===== config.mk =====
export PLATFORM = sky130hd
export DESIGN_NAME = flash_pp_ctrl
export DESIGN_NICKNAME = d
export VERILOG_FILES = /design/src/rtl/flash_pkg.sv /design/src/rtl/spi_byte_tx.sv /design/src/rtl/flash_pp_ctrl.sv
export SDC_FILE = /design/constraint.sdc
export NUM_CORES = 1
export LEC_CHECK = 0
export BUFFER_PORTS_ARGS = -buffer_cell sky130_fd_sc_hd__buf_2
export CAP_MARGIN = 20
export CORE_MARGIN = 5
export CORE_UTILIZATION = 59
export DETAILED_ROUTE_END_ITERATION = 16
export HOLD_SLACK_MARGIN = 0.15
export PLACE_DENSITY = 0.76
export SYNTH_ARGS = -nofsm -noshare
export SYNTH_HDL_FRONTEND = slang
export SYNTH_HIERARCHICAL = 1
export SYNTH_SLANG_ARGS = --single-unit

===== constraint.sdc =====
create_clock -name sys_clk -period 3.2 [get_ports sys_clk]
set_input_delay 0.32 -clock sys_clk [delete_from_list [all_inputs] [get_ports sys_clk]]
set_output_delay 0.32 -clock sys_clk [all_outputs]
set_load 0.1 [all_outputs]

===== src/rtl/flash_pkg.sv =====
// Opcodes, FSM encodings and SPI frame timing shared by the SPI flash controllers.
// FLASH_PP_TPP_WAIT_EN adds the post-program wait state to the state enum.
package flash_pkg;

  localparam logic [7:0] OP_WREN = 8'h06;
  localparam logic [7:0] OP_PP   = 8'h02;
  localparam logic [7:0] OP_BE   = 8'hC7;
  localparam logic [7:0] OP_RDSR = 8'h05;

  localparam int SCK_DIV   = 4;
  localparam int SETUP_CYC = 4;
  localparam int HOLD_CYC  = 4;

  typedef enum logic [2:0] {
    S_IDLE,
    S_WREN,
    S_GAP,
    S_PP,
`ifdef FLASH_PP_TPP_WAIT_EN
    S_WAIT,
`endif
    S_DONE
  } state_t;

  // Position inside a chip-select frame; ST_TAIL is the one cs_n-high cycle after PP.
  typedef enum logic [1:0] {
    ST_SETUP,
    ST_SHIFT,
    ST_HOLD,
    ST_TAIL
  } stage_t;

endpackage


===== src/rtl/spi_byte_tx.sv =====
// Shifts one byte out MSB first in SPI mode 0 over 8 x SCK_DIV cycles.
// A start during the last_phase cycle chains the next byte with no idle cycle.
module spi_byte_tx
  import flash_pkg::*;
(
  input  logic       clk,
  input  logic       rst_n,
  input  logic       start,
  input  logic [7:0] din,
  output logic       sck,
  output logic       mosi,
  output logic       last_phase
);

  localparam logic [1:0] PH_LAST = 2'(SCK_DIV - 1);
  localparam logic [1:0] PH_HIGH = 2'(SCK_DIV / 2);

  logic [1:0] ph;
  logic [2:0] bit_cnt;
  logic [7:0] shreg;
  logic       active;

  assign last_phase = active && (ph == PH_LAST) && (bit_cnt == 3'd7);

  always_ff @(posedge clk or negedge rst_n) begin
    if (!rst_n) begin
      active  <= 1'b0;
      ph      <= '0;
      bit_cnt <= '0;
      shreg   <= '0;
      sck     <= 1'b0;
      mosi    <= 1'b0;
    end else if (start) begin
      active  <= 1'b1;
      ph      <= '0;
      bit_cnt <= '0;
      shreg   <= din;
      sck     <= 1'b0;
      mosi    <= din[7];
    end else if (active) begin
      ph  <= ph + 2'd1;
      // sck reflects the phase of the coming cycle: low in the first half, high in the second
      sck <= (ph != PH_LAST) && ((ph + 2'd1) >= PH_HIGH);
      if (ph == PH_LAST) begin
        if (bit_cnt == 3'd7) begin
          active <= 1'b0;
          mosi   <= 1'b0;
        end else begin
          bit_cnt <= bit_cnt + 3'd1;
          mosi    <= shreg[6];
          shreg   <= {shreg[6:0], shreg[7]};
        end
      end
    end
  end

endmodule


===== src/rtl/flash_pp_ctrl.sv =====
// SPI flash page-program sequencer: WREN frame, cs_n gap, PP frame (opcode, 24-bit address, data).
// Define FLASH_PP_TPP_WAIT_EN to keep busy high for TPP_CYC cycles after the PP frame.
module flash_pp_ctrl
  import flash_pkg::*;
#(
  parameter logic [23:0] PAGE_ADDR = 24'h00_04_25,
  parameter int          DATA_NUM  = 10,
  parameter logic [7:0]  DATA_INIT = 8'h00,
  parameter int          CS_GAP    = 32,
  parameter int          TPP_CYC   = 150000
) (
  input  logic sys_clk,
  input  logic sys_rst_n,
  input  logic key,
  output logic sck,
  output logic cs_n,
  output logic mosi,
  output logic busy,
  output logic done
);

  localparam int CNT_TOP = (CS_GAP > TPP_CYC) ? CS_GAP : TPP_CYC;
  localparam int CNT_MIN = (SETUP_CYC > HOLD_CYC) ? SETUP_CYC : HOLD_CYC;
  localparam int CW      = $clog2(((CNT_TOP > CNT_MIN) ? CNT_TOP : CNT_MIN) + 1);

  localparam logic [CW-1:0] SETUP_LAST = CW'(SETUP_CYC - 1);
  localparam logic [CW-1:0] HOLD_LAST  = CW'(HOLD_CYC - 1);
  localparam logic [CW-1:0] GAP_LAST   = CW'(CS_GAP - 1);
`ifdef FLASH_PP_TPP_WAIT_EN
  localparam logic [CW-1:0] TPP_LAST   = CW'(TPP_CYC - 1);
`endif
  localparam logic [8:0]    PP_BYTES   = 9'(4 + DATA_NUM);

  state_t        state, state_nxt;
  stage_t        stage, stage_nxt;
  logic [CW-1:0] cnt, cnt_nxt;
  logic [8:0]    byte_cnt, byte_cnt_nxt;
  logic [8:0]    frame_bytes;
  logic          tx_start;
  logic          tx_last;
  logic [7:0]    tx_byte;

  spi_byte_tx u_tx (
    .clk        (sys_clk),
    .rst_n      (sys_rst_n),
    .start      (tx_start),
    .din        (tx_byte),
    .sck        (sck),
    .mosi       (mosi),
    .last_phase (tx_last)
  );

  // byte_cnt holds the index of the next byte to hand to the shifter
  always_comb begin
    tx_byte = DATA_INIT + 8'(byte_cnt - 9'd4);
    if (state == S_WREN)        tx_byte = OP_WREN;
    else if (byte_cnt == 9'd0)  tx_byte = OP_PP;
    else if (byte_cnt == 9'd1)  tx_byte = PAGE_ADDR[23:16];
    else if (byte_cnt == 9'd2)  tx_byte = PAGE_ADDR[15:8];
    else if (byte_cnt == 9'd3)  tx_byte = PAGE_ADDR[7:0];
    frame_bytes = (state == S_WREN) ? 9'd1 : PP_BYTES;
  end

  always_comb begin
    state_nxt    = state;
    stage_nxt    = stage;
    cnt_nxt      = cnt;
    byte_cnt_nxt = byte_cnt;
    tx_start     = 1'b0;
    case (state)
      S_IDLE, S_DONE: begin
        state_nxt = S_IDLE;
        if (key) begin
          state_nxt    = S_WREN;
          stage_nxt    = ST_SETUP;
          cnt_nxt      = '0;
          byte_cnt_nxt = '0;
        end
      end
      S_WREN, S_PP: begin
        case (stage)
          ST_SETUP: begin
            if (cnt == SETUP_LAST) begin
              tx_start     = 1'b1;
              byte_cnt_nxt = byte_cnt + 9'd1;
              stage_nxt    = ST_SHIFT;
              cnt_nxt      = '0;
            end else begin
              cnt_nxt = cnt + 1'b1;
            end
          end
          ST_SHIFT: begin
            if (tx_last) begin
              if (byte_cnt == frame_bytes) begin
                stage_nxt = ST_HOLD;
              end else begin
                tx_start     = 1'b1;
                byte_cnt_nxt = byte_cnt + 9'd1;
              end
            end
          end
          ST_HOLD: begin
            if (cnt == HOLD_LAST) begin
              cnt_nxt = '0;
              if (state == S_WREN) state_nxt = S_GAP;
              else                 stage_nxt = ST_TAIL;
            end else begin
              cnt_nxt = cnt + 1'b1;
            end
          end
          default: begin
`ifdef FLASH_PP_TPP_WAIT_EN
            state_nxt = S_WAIT;
            cnt_nxt   = '0;
`else
            state_nxt = S_DONE;
`endif
          end
        endcase
      end
      S_GAP: begin
        if (cnt == GAP_LAST) begin
          state_nxt    = S_PP;
          stage_nxt    = ST_SETUP;
          cnt_nxt      = '0;
          byte_cnt_nxt = '0;
        end else begin
          cnt_nxt = cnt + 1'b1;
        end
      end
`ifdef FLASH_PP_TPP_WAIT_EN
      S_WAIT: begin
        if (cnt == TPP_LAST) state_nxt = S_DONE;
        else                 cnt_nxt   = cnt + 1'b1;
      end
`endif
      default: state_nxt = S_IDLE;
    endcase
  end

  // Outputs are registered from the next-state view so they line up with the state they describe
  always_ff @(posedge sys_clk or negedge sys_rst_n) begin
    if (!sys_rst_n) begin
      state    <= S_IDLE;
      stage    <= ST_SETUP;
      cnt      <= '0;
      byte_cnt <= '0;
      cs_n     <= 1'b1;
      busy     <= 1'b0;
      done     <= 1'b0;
    end else begin
      state    <= state_nxt;
      stage    <= stage_nxt;
      cnt      <= cnt_nxt;
      byte_cnt <= byte_cnt_nxt;
      cs_n     <= !((state_nxt == S_WREN) || ((state_nxt == S_PP) && (stage_nxt != ST_TAIL)));
      busy     <= !((state_nxt == S_IDLE) || (state_nxt == S_DONE));
      done     <= (state_nxt == S_DONE);
    end
  end

endmodule


==> results of run 1 <==
[through the flow]
step,total power [mW],hold slack [ns],std cells,setup slack (ns),area [um2]
after floorplan,0.644,0.0244,320,0.469,3140
after global placement,0.659,0.379,388,0.422,3210
after detailed placement,0.659,0.389,388,0.364,3210
after CTS,1.08,0.495,397,0.339,3330
after global routing,1.10,0.520,397,0.141,3330
final,1.07,0.495,397,0.320,3330
[layout by cell type, fill, tap and decap left out, types with 5 or more instances in the layout]
cell type and n:
sky130_fd_sc_hd__mux2_2 8, sky130_fd_sc_hd__mux2i_1 10, sky130_fd_sc_hd__and3_1 5, sky130_fd_sc_hd__nor2_1 25, sky130_fd_sc_hd__nor3_1 9, sky130_fd_sc_hd__o31ai_1 5, sky130_fd_sc_hd__nand3_1 14, sky130_fd_sc_hd__o21ai_0 9
sky130_fd_sc_hd__buf_4 5, sky130_fd_sc_hd__clkbuf_8 8, sky130_fd_sc_hd__ha_1 12, sky130_fd_sc_hd__nand4_1 6, sky130_fd_sc_hd__inv_1 13, sky130_fd_sc_hd__nor4_1 9, sky130_fd_sc_hd__a21oi_1 20, sky130_fd_sc_hd__nand2_1 17
sky130_fd_sc_hd__xnor2_1 11, sky130_fd_sc_hd__a31oi_1 9, sky130_fd_sc_hd__mux2_4 7, sky130_fd_sc_hd__dfrtp_1 49, sky130_fd_sc_hd__buf_2 7
[per-layer routing]
| layer | track usage, % | wire, um | share of wire [%] |
|---|---|---|---|
| met4 | 6.54 | 150 | 2.2 |
| met5 | 0 | 0 | 0 |
| met3 | 3.27 | 485 | 7.2 |
| met1 | 28.2 | 3050 | 45 |
| met2 | 31.0 | 3040 | 45 |
[how the worst max path moves through the flow]
stage	from	endpoint	slack, ns	cells after the start
2_1_floorplan	u_tx/ph[1]$_DFFE_PN0P_	u_tx/shreg[0]$_DFFE_PN0P_	0.47	8
3_3_place_gp	byte_cnt[4]$_DFFE_PN0P_	u_tx/shreg[2]$_DFFE_PN0P_	0.42	8
6_report	cnt[0]$_DFFE_PN0P_	u_tx/shreg[4]$_DFFE_PN0P_	0.32	8
5_1_grt	state[0]$_DFF_PN0_	u_tx/shreg[1]$_DFFE_PN0P_	0.14	8
3_5_place_dp	cnt[0]$_DFFE_PN0P_	u_tx/shreg[4]$_DFFE_PN0P_	0.36	8
4_1_cts	cnt[0]$_DFFE_PN0P_	u_tx/shreg[4]$_DFFE_PN0P_	0.34	8
[power breakdown]
group | total (mW) | internal, mW | switching [mW]
Combinational | 0.0152 | 0.00258 | 0.0126
Sequential | 0.631 | 0.631 | 0
Clock | 0.420 | 0.219 | 0.202
Total | 1.07 | 0.852 | 0.214
[cells by family after synthesis]
family | after synthesis
mux | 25
simple gates | 121
fa+ha+maj | 12
xor+xnor | 13
flops | 50
compound gates | 71
buf+inv | 28
[what timing repair did]
action / 4_1_cts / 5_1_grt
hold endpoints to repair: 27 / 0
hold buffers: 1 / 0
setup buffers: 0 / 0
[state kept, by name, indices dropped and copies added, names as in the netlist]
register,count
u_tx/ph,2
busy,1
cs_n,1
u_tx/shreg,8
stage,2
u_tx/mosi,1
done,1
u_tx/active,1
byte_cnt,9
u_tx/bit_cnt,3
cnt,18
state,3
[worst max-delay path: cells and delay by family (launching register included)]
kind | cells | cell delay, ns
flip-flops | 1 | 0.38
AO/OA/AOI/OAI | 1 | 0.15
buffers and inverters | 1 | 0.26
multiplexers | 1 | 0.31
adder cells (fa/ha/maj) | 1 | 0.24
AND/OR/NAND/NOR | 4 | 1.42
[area by class of cell]
| cell class | instances | share of cell area, % |
|---|---|---|
| clock buffers | 8 | 3.30 |
| inverters | 14 | 1.58 |
| multi-input cells | 242 | 52.4 |
| flip-flops and latches | 50 | 37.6 |
| well taps | 70 | 2.63 |
| repair buffers | 13 | 2.48 |
==> results_dict.tcl, run 1 <==
set metrics [dict create \
    outcome "completed" \
    die-area_um2 6890 \
    finalNetCount 341 \
    hpwlAfterDp_mm 4.74 \
    cts_tree "done" \
    fin_crit_sh_pct 90.0 \
    setup-tns-final_ns 0 \
    synth_top_flop_cell "sky130_fd_sc_hd__dfrtp_1" \
    seq_area_um2 1250 \
    post_synth_main_area_contributors "sky130_fd_sc_hd__dfrtp_1, sky130_fd_sc_hd__ha_1, sky130_fd_sc_hd__mux2_4, sky130_fd_sc_hd__a21oi_1, sky130_fd_sc_hd__mux2i_1" \
    synth.cell_area_um2 3140 \
    multiInputGateArea_um2 1750 \
    grt_first_pass_wirelength_mm 11.5 \
    finClkSkew_ns 0.00724 \
    floorplan.rows 26 \
    finalHoldViolations 0 \
    crit_path_top_delay_cell "sky130_fd_sc_hd__or4b_1" \
    critical_path.startpoint_type "flop" \
    hold_path_class "reg -> reg" \
    cts_repair_resized_insts 0 \
    r2r.worst_path.cells 8 \
    detailedRoute.firstPassIterationCount 5 \
    category_of_the_worst_setup_path_capture_point "flop" \
    synth.largest_area_cell "sky130_fd_sc_hd__dfrtp_1" \
    numPortBuffers 7 \
    synthesis.instances 320 \
    post_synthesis_share_of_cell_area_spent_on_full_adders_half_adders_and_majority_gates_pct 4.78 \
    initial_utilization_pct 61.1 \
    cts_inserted_buffers 5 \
    routability_congestion_estimate_from_global_placement 0.909 \
    global_route.usage.total_pct 19.9 \
    synth_edf_count 0 \
    routed_wire_length_per_instance_um 16.9 \
    cap_viol_max_count 0 \
    insertion_delay_ns 0.30 \
    clock-root-buffer "sky130_fd_sc_hd__clkbuf_8" \
    finalMaxSlewViolations 0 \
    synth_simple_gate_area_share_pct 21.9 \
    min_path_cells 1 \
    grt_pass1_vias 2435 \
    synth_fp_nets 335 \
    arrival_ns 3.07 \
    setup_violations 0 \
    dominant_combinational_cell_family_by_area_after_synthesis "simple AND/OR/NAND/NOR gates" \
    count_of_cell_types_in_the_netlist 59 \
    timing.critical_path.required_ns 3.39 \
    ys_ff_latch 50 \
    cts_htree_levels 2 \
    maxClockFrequency_mhz 347 \
    power.density_nw_per_um2 320 \
    rsz_0062_raised_after_global_routing "no" \
    netlist.area_leader.share_pct 39.0 \
    cp_slowest_stage_delay_ns 0.55 \
    drc_errors 0 \
    synth-seq-area-share_pct 39.8 \
    path_max_fanout 11 \
    die-width_um 83.0 \
    layout.filler_cells 449 \
    power.static_leakage_nw 1.54 \
    n_antenna_cell 0 \
    synth-compound-area-share_pct 15.8 \
    path_cells "ha_1, or4b_1, or2_2, o22ai_1, and3_1, buf_4, nor2b_4, mux2_4" \
    final_core_utilization_pct 64.8 \
    postRouteWirelength_mm 6.72 \
    synthesis.yosys.warnings 6 \
    fraction_of_synthesized_cell_area_in_xor_and_xnor_cells_pct 3.62 \
    relSlewSlack_pct 37.0 \
    number_of_top_level_pins 8 \
    clock_sink_count 50 \
    asyncSetResetFlopFracSynth_pct 100 \
    antenna_left 0 \
    drtIter0Drc 219 \
    ff2ff_setup_slack_ns 0.32 \
    share_of_post_route_cells_with_drive_strength_above_1_pct 15.9 \
    hold_path_end "cnt[17]$_DFFE_PN0P_" \
    antenna_found_initial 0 \
    grt_start_max_net_pins 30 \
    synth_area_per_cell_um2 9.82 \
    worstSetupPathType "reg -> reg" \
    layout_min_cycle_time_ns 2.88 \
    r2r_start "cnt[0]$_DFFE_PN0P_" \
    routed-via-count 2537 \
    areaGrowthSynthToFinish_pct 6.01 \
    hold_path_startpoint "cnt[17]$_DFFE_PN0P_" \
    maximum_buffer_depth_of_the_clock_tree 2 \
    regToRegEndpoint "u_tx/shreg[4]$_DFFE_PN0P_" \
    clk_pin_slew_worst_paths_ns 0.09 \
    synth_most_common_cell "sky130_fd_sc_hd__dfrtp_1" \
    core-area_um2 5140 \
    yosys-top-cells-count "sky130_fd_sc_hd__dfrtp_1, sky130_fd_sc_hd__nor2_1, sky130_fd_sc_hd__a21oi_1" \
    viasPerCell 6.39 \
    yosys-mux-area-fraction_pct 9.39 \
    tightest_slew_ns 0.945 \
    grt.overflow.total 0 \
    worst_ir_drop_vdd_mv 0.214 \
    die_height_um 83.0 \
]
Power figures use the tool's default switching activity.
==> run 2, diff against run 1 <==
CORE_ASPECT_RATIO = 1.5   (was not set)
==> results_dict.tcl, run 2 (same netlist as run 1, synthesis figures left out) <==
set metrics [dict create \
    routability_congestion_estimate_from_global_placement 0.963 \
    cpLargestDelayFamily "simple AND/OR/NAND/NOR gates" \
    setup_violations 0 \
    finalMaxSlewViolations 0 \
    floorplan.rows 32 \
    cts_inserted_buffers 5 \
    power.static_leakage_nw 1.55 \
    detailedRoute.firstPassIterationCount 4 \
    die_height_um 99.4 \
    grt_pass1_vias 2453 \
    post-cts-setup-buffers 0 \
    worst_ir_drop_vdd_mv 0.260 \
    numPortBuffers 7 \
    dp.cells 387 \
    initial_utilization_pct 60.9 \
    path_cells "or3_4, or3_4, nor2_1, o22ai_1, and3_1, buf_4, nor2b_4, mux2_4" \
    die-width_um 69.6 \
    clk_pin_slew_worst_paths_ns 0.09 \
    grt_start_max_net_pins 51 \
    routed_wire_length_per_instance_um 17.1 \
    n_antenna_cell 0 \
    relSlewSlack_pct 42.5 \
    cap_viol_max_count 0 \
    critical_path.startpoint_type "flop" \
    timing.critical_path.required_ns 3.39 \
    die-area_um2 6920 \
    largest_register "cnt" \
    final_critical_path_setup_slack_ns 0.356 \
    final_core_utilization_pct 65.1 \
    pre_cts_slack_ns 0.369 \
    number_of_top_level_pins 8 \
    final_common_cell "sky130_fd_sc_hd__dfrtp_1" \
    layout.filler_cells 418 \
    insertion_delay_ns 0.31 \
    category_of_the_worst_setup_path_capture_point "flop" \
    tightest_slew_ns 0.863 \
    core-area_um2 5160 \
    global_route.usage.total_pct 20.5 \
    maxClockFrequency_mhz 352 \
    viasPerCell 6.20 \
    total_chip_power_mw 1.11 \
    outcome "completed" \
    path_max_fanout 11 \
    postRouteWirelength_mm 6.79 \
    layout_min_cycle_time_ns 2.84 \
    maximum_buffer_depth_of_the_clock_tree 2 \
    fin_crit_sh_pct 88.9 \
    areaGrowthSynthToFinish_pct 7.01 \
    timing.critical_path.depth 8 \
    routed-via-count 2463 \
    hpwlAfterDp_mm 4.93 \
    finalHoldViolations 0 \
    hold_path_class "in -> async" \
    clock_sink_count 50 \
    grt_first_pass_wirelength_mm 11.6 \
    setup-tns-final_ns 0 \
    grt.overflow.total 0 \
    largest_registers "cnt x18, byte_cnt x9, u_tx/shreg x8" \
    share_of_post_route_cells_with_drive_strength_above_1_pct 16.4 \
    antenna_found_initial 0 \
    finalNetCount 343 \
    antenna_left 0 \
    finClkSkew_ns 0.0149 \
    r2r.worst_path.cells 8 \
    worstSetupPathType "reg -> reg" \
    number_of_flip_flops_under_the_largest_register_name 18 \
    power.density_nw_per_um2 331 \
    ff2ff_setup_slack_ns 0.36 \
    crit_path_top_delay_cell "sky130_fd_sc_hd__dfrtp_1" \
    cts_htree_levels 2 \
    cell_repeated_most_along_the_worst_path "sky130_fd_sc_hd__or3_4" \
    drc_errors 0 \
    final_cell_count_no_fill 397 \
    rsz_0062_raised_after_global_routing "no" \
    cts_tree "done" \
    layout_common_cells "sky130_fd_sc_hd__dfrtp_1, sky130_fd_sc_hd__nor2_1, sky130_fd_sc_hd__a21oi_1" \
    cp_slowest_stage_delay_ns 0.46 \
    drtIter0Drc 136 \
    critical_path_buf_inv_count 1 \
    arrival_ns 3.04 \
    clock-root-buffer "sky130_fd_sc_hd__clkbuf_8" \
]
-- run 2: cell types whose count changed in the layout (fill, tap and decap cells not counted) --
cell                        before  now
sky130_fd_sc_hd__buf_12          0    1
sky130_fd_sc_hd__inv_6           0    1
sky130_fd_sc_hd__bufinv_16       0    1
sky130_fd_sc_hd__buf_4           5    6
sky130_fd_sc_hd__clkinv_4        0    1
sky130_fd_sc_hd__clkbuf_8        8    5
-- run 2: worst paths after layout --
check                                        startpoint                         to
worst max-delay path            byte_cnt[4]$_DFFE_PN0P_  u_tx/shreg[3]$_DFFE_PN0P_
min in group sys_clk                cnt[17]$_DFFE_PN0P_        cnt[17]$_DFFE_PN0P_
worst min-delay path                          sys_rst_n    byte_cnt[1]$_DFFE_PN0P_
max in group asynchronous                     sys_rst_n             cs_n$_DFF_PN1_
worst max register to register  byte_cnt[4]$_DFFE_PN0P_  u_tx/shreg[3]$_DFFE_PN0P_
worst min register to register      cnt[17]$_DFFE_PN0P_        cnt[17]$_DFFE_PN0P_
-- run 2: report_power, final --
part	leakage, nW	switching (mW)	internal, mW
combinational	0.855	0.0128	0.00431
clock	0.0587	0.227	0.237
sequential	0.639	0	0.631
total	1.55	0.240	0.873
-- run 2: layer usage --
layer	global-route usage (%)	part of all wire, %
met5	0	0
met2	37.9	54
met4	5.86	1.5
met3	3.34	2.1
met1	24.2	42
-- run 2: layout make-up --
class | count | area [um2] | share of cell area (%)
Clock buffer | 5 | 68.8 | 2.05
Clock inverter | 3 | 47.5 | 1.41
Inverter | 14 | 52.6 | 1.56
Multi-Input combinational cell | 242 | 1750 | 51.9
Sequential cell | 50 | 1250 | 37.2
Tap cell | 68 | 85.1 | 2.53
Timing Repair Buffer | 15 | 110 | 3.27
-- run 2: stage by stage --
| step | instance area (um2) | hold slack, ns |
|---|---|---|
| 2_1_floorplan | 3140 | 0.0244 |
| 3_3_place_gp | 3220 | 0.476 |
| 3_5_place_dp | 3220 | 0.483 |
| 4_1_cts | 3330 | 0.253 |
| 5_1_grt | 3360 | 0.403 |
| 6_report | 3360 | 0.396 |
-- run 2: timing repair --
item / 4_1_cts / 5_1_grt
setup endpoints to repair: 0 / 0
hold buffers: 0 / 1
resized for setup: 0 / 0
hold endpoints to repair: 0 / 8
==> run 3, diff against run 2 <==
CORE_MARGIN = not set   (was 5)
TNS_END_PERCENT = 30   (was not set)
==> results_dict.tcl, run 3 (same netlist as run 1, synthesis figures left out) <==
set metrics [dict create \
    clk_pin_slew_worst_paths_ns 0.10 \
    grt_start_max_net_pins 51 \
    n_antenna_cell 0 \
    finalHoldViolations 0 \
    antenna_found_initial 0 \
    cp_slowest_stage_delay_ns 0.52 \
    power.density_nw_per_um2 311 \
    routed_wire_length_per_instance_um 17.2 \
    cts_hold_buffers 0 \
    holdWs_ns 0.502 \
    ff2ff_setup_slack_ns 0.26 \
    areaGrowthSynthToFinish_pct 6.49 \
    floorplan.rows 32 \
    viasPerCell 6.31 \
    critical_path.startpoint_type "flop" \
    number_of_top_level_pins 8 \
    postRouteWirelength_mm 6.83 \
    maximum_buffer_depth_of_the_clock_tree 2 \
    path_max_fanout 12 \
    r2r.worst_path.cells 8 \
    r2r_start "cnt[9]$_DFFE_PN0P_" \
    drc_errors 0 \
    global_route.usage.total_pct 26.3 \
    relSlewSlack_pct 40.4 \
    grt_first_pass_wirelength_mm 11.1 \
    core-area_um2 5120 \
    setup-tns-final_ns 0 \
    layout_common_cells "sky130_fd_sc_hd__dfrtp_1, sky130_fd_sc_hd__nor2_1, sky130_fd_sc_hd__a21oi_1" \
    die-width_um 61.6 \
    share_of_post_route_cells_with_drive_strength_above_1_pct 16.4 \
    timing.critical_path.required_ns 3.40 \
    finClkSkew_ns 0.00902 \
    routability_congestion_estimate_from_global_placement 0.899 \
    critical_path_buf_inv_count 1 \
    cts_inserted_buffers 5 \
    post-cts-setup-buffers 0 \
    cts_htree_levels 2 \
    path_cells "nor4_1, nand4_1, or2_2, o22ai_1, and3_1, buf_4, nor2b_4, mux2_4" \
    grt.overflow.total 0 \
    largest_registers "cnt x18, byte_cnt x9, u_tx/shreg x8" \
    antenna_left 0 \
    cp-startpoint "cnt[9]$_DFFE_PN0P_" \
    crit_path_top_delay_cell "sky130_fd_sc_hd__nor4_1" \
    worstSetupPathType "reg -> reg" \
    hpwlAfterDp_mm 5.03 \
    clock_sink_count 50 \
    cap_viol_max_count 0 \
    drtIter0Drc 92 \
    clock-root-buffer "sky130_fd_sc_hd__clkbuf_8" \
    grt_pass1_vias 2483 \
    worst_ir_drop_vdd_mv 0.266 \
    die-area_um2 5630 \
    category_of_the_worst_setup_path_capture_point "flop" \
    insertion_delay_ns 0.32 \
    largest_register "cnt" \
    setup_violations 0 \
    finalNetCount 343 \
    dp.cells 387 \
    final_cell_count_no_fill 397 \
    cp-endpoint "u_tx/shreg[1]$_DFFE_PN0P_" \
    finalMaxSlewViolations 0 \
    outcome "completed" \
    timing.critical_path.depth 8 \
    cts_tree "done" \
    rsz_0062_raised_after_global_routing "no" \
    hold_path_class "reg -> reg" \
    initial_utilization_pct 61.3 \
    fin_crit_sh_pct 92.0 \
    tightest_slew_ns 0.894 \
    layout_min_cycle_time_ns 2.94 \
    die_height_um 91.4 \
    number_of_flip_flops_under_the_largest_register_name 18 \
    regToRegEndpoint "u_tx/shreg[1]$_DFFE_PN0P_" \
    final_core_utilization_pct 65.3 \
    detailedRoute.firstPassIterationCount 4 \
    routed-via-count 2507 \
    arrival_ns 3.15 \
    power.static_leakage_nw 1.54 \
    cts_repair_resized_insts 0 \
    final_common_cell "sky130_fd_sc_hd__dfrtp_1" \
    maxClockFrequency_mhz 340 \
    numPortBuffers 7 \
    cpLargestDelayFamily "simple AND/OR/NAND/NOR gates" \
]
## run 3: cell types whose count changed in the layout (fill, tap and decap cells not counted)
cell,delta
sky130_fd_sc_hd__bufinv_16,-1
sky130_fd_sc_hd__buf_16,+1
sky130_fd_sc_hd__buf_12,-1
sky130_fd_sc_hd__clkinv_4,-1
sky130_fd_sc_hd__clkinvlp_4,+2
## run 3: metrics by stage
stage	area [um2]	worst slack (ns)	total power, mW
2_1_floorplan	3140	0.469	0.644
3_3_place_gp	3220	0.426	0.658
3_5_place_dp	3220	0.368	0.658
4_1_cts	3310	0.254	1.04
5_1_grt	3350	0.0838	1.08
6_report	3350	0.256	1.04
## run 3: routing by layer
metal / routed length (um) / GRT usage [%]
met1: 2660 / 28.8
met5: 0 / 0
met2: 3800 / 46.6
met4: 169 / 11.7
met3: 194 / 4.56
## run 3: worst min-delay path by stage
stage	from	endpoint	cells after the start
floorplan	sys_rst_n	busy$_DFF_PN0_	0
detailed placement	u_tx/bit_cnt[1]$_DFFE_PN0P_	u_tx/bit_cnt[1]$_DFFE_PN0P_	1
finish	u_tx/bit_cnt[1]$_DFFE_PN0P_	u_tx/bit_cnt[1]$_DFFE_PN0P_	1
CTS	sys_rst_n	cnt[2]$_DFFE_PN0P_	1
global route	cnt[17]$_DFFE_PN0P_	cnt[17]$_DFFE_PN0P_	1
global placement	u_tx/bit_cnt[1]$_DFFE_PN0P_	u_tx/bit_cnt[1]$_DFFE_PN0P_	1
## run 3: cell type report
type	count	area, um2
tap	68	85.1
multi-input combinational	242	1750
clock buffer	5	68.8
inverter	14	52.6
sequential	50	1250
fill	442	1780
timing repair buffer	15	118
clock inverter	3	23.8
## run 3: power by group
part	switching (mW)	internal, mW	leakage (nW)
combinational	0.0129	0.00522	0.858
sequential	0	0.631	0.639
clock	0.234	0.157	0.0408
total	0.246	0.793	1.54
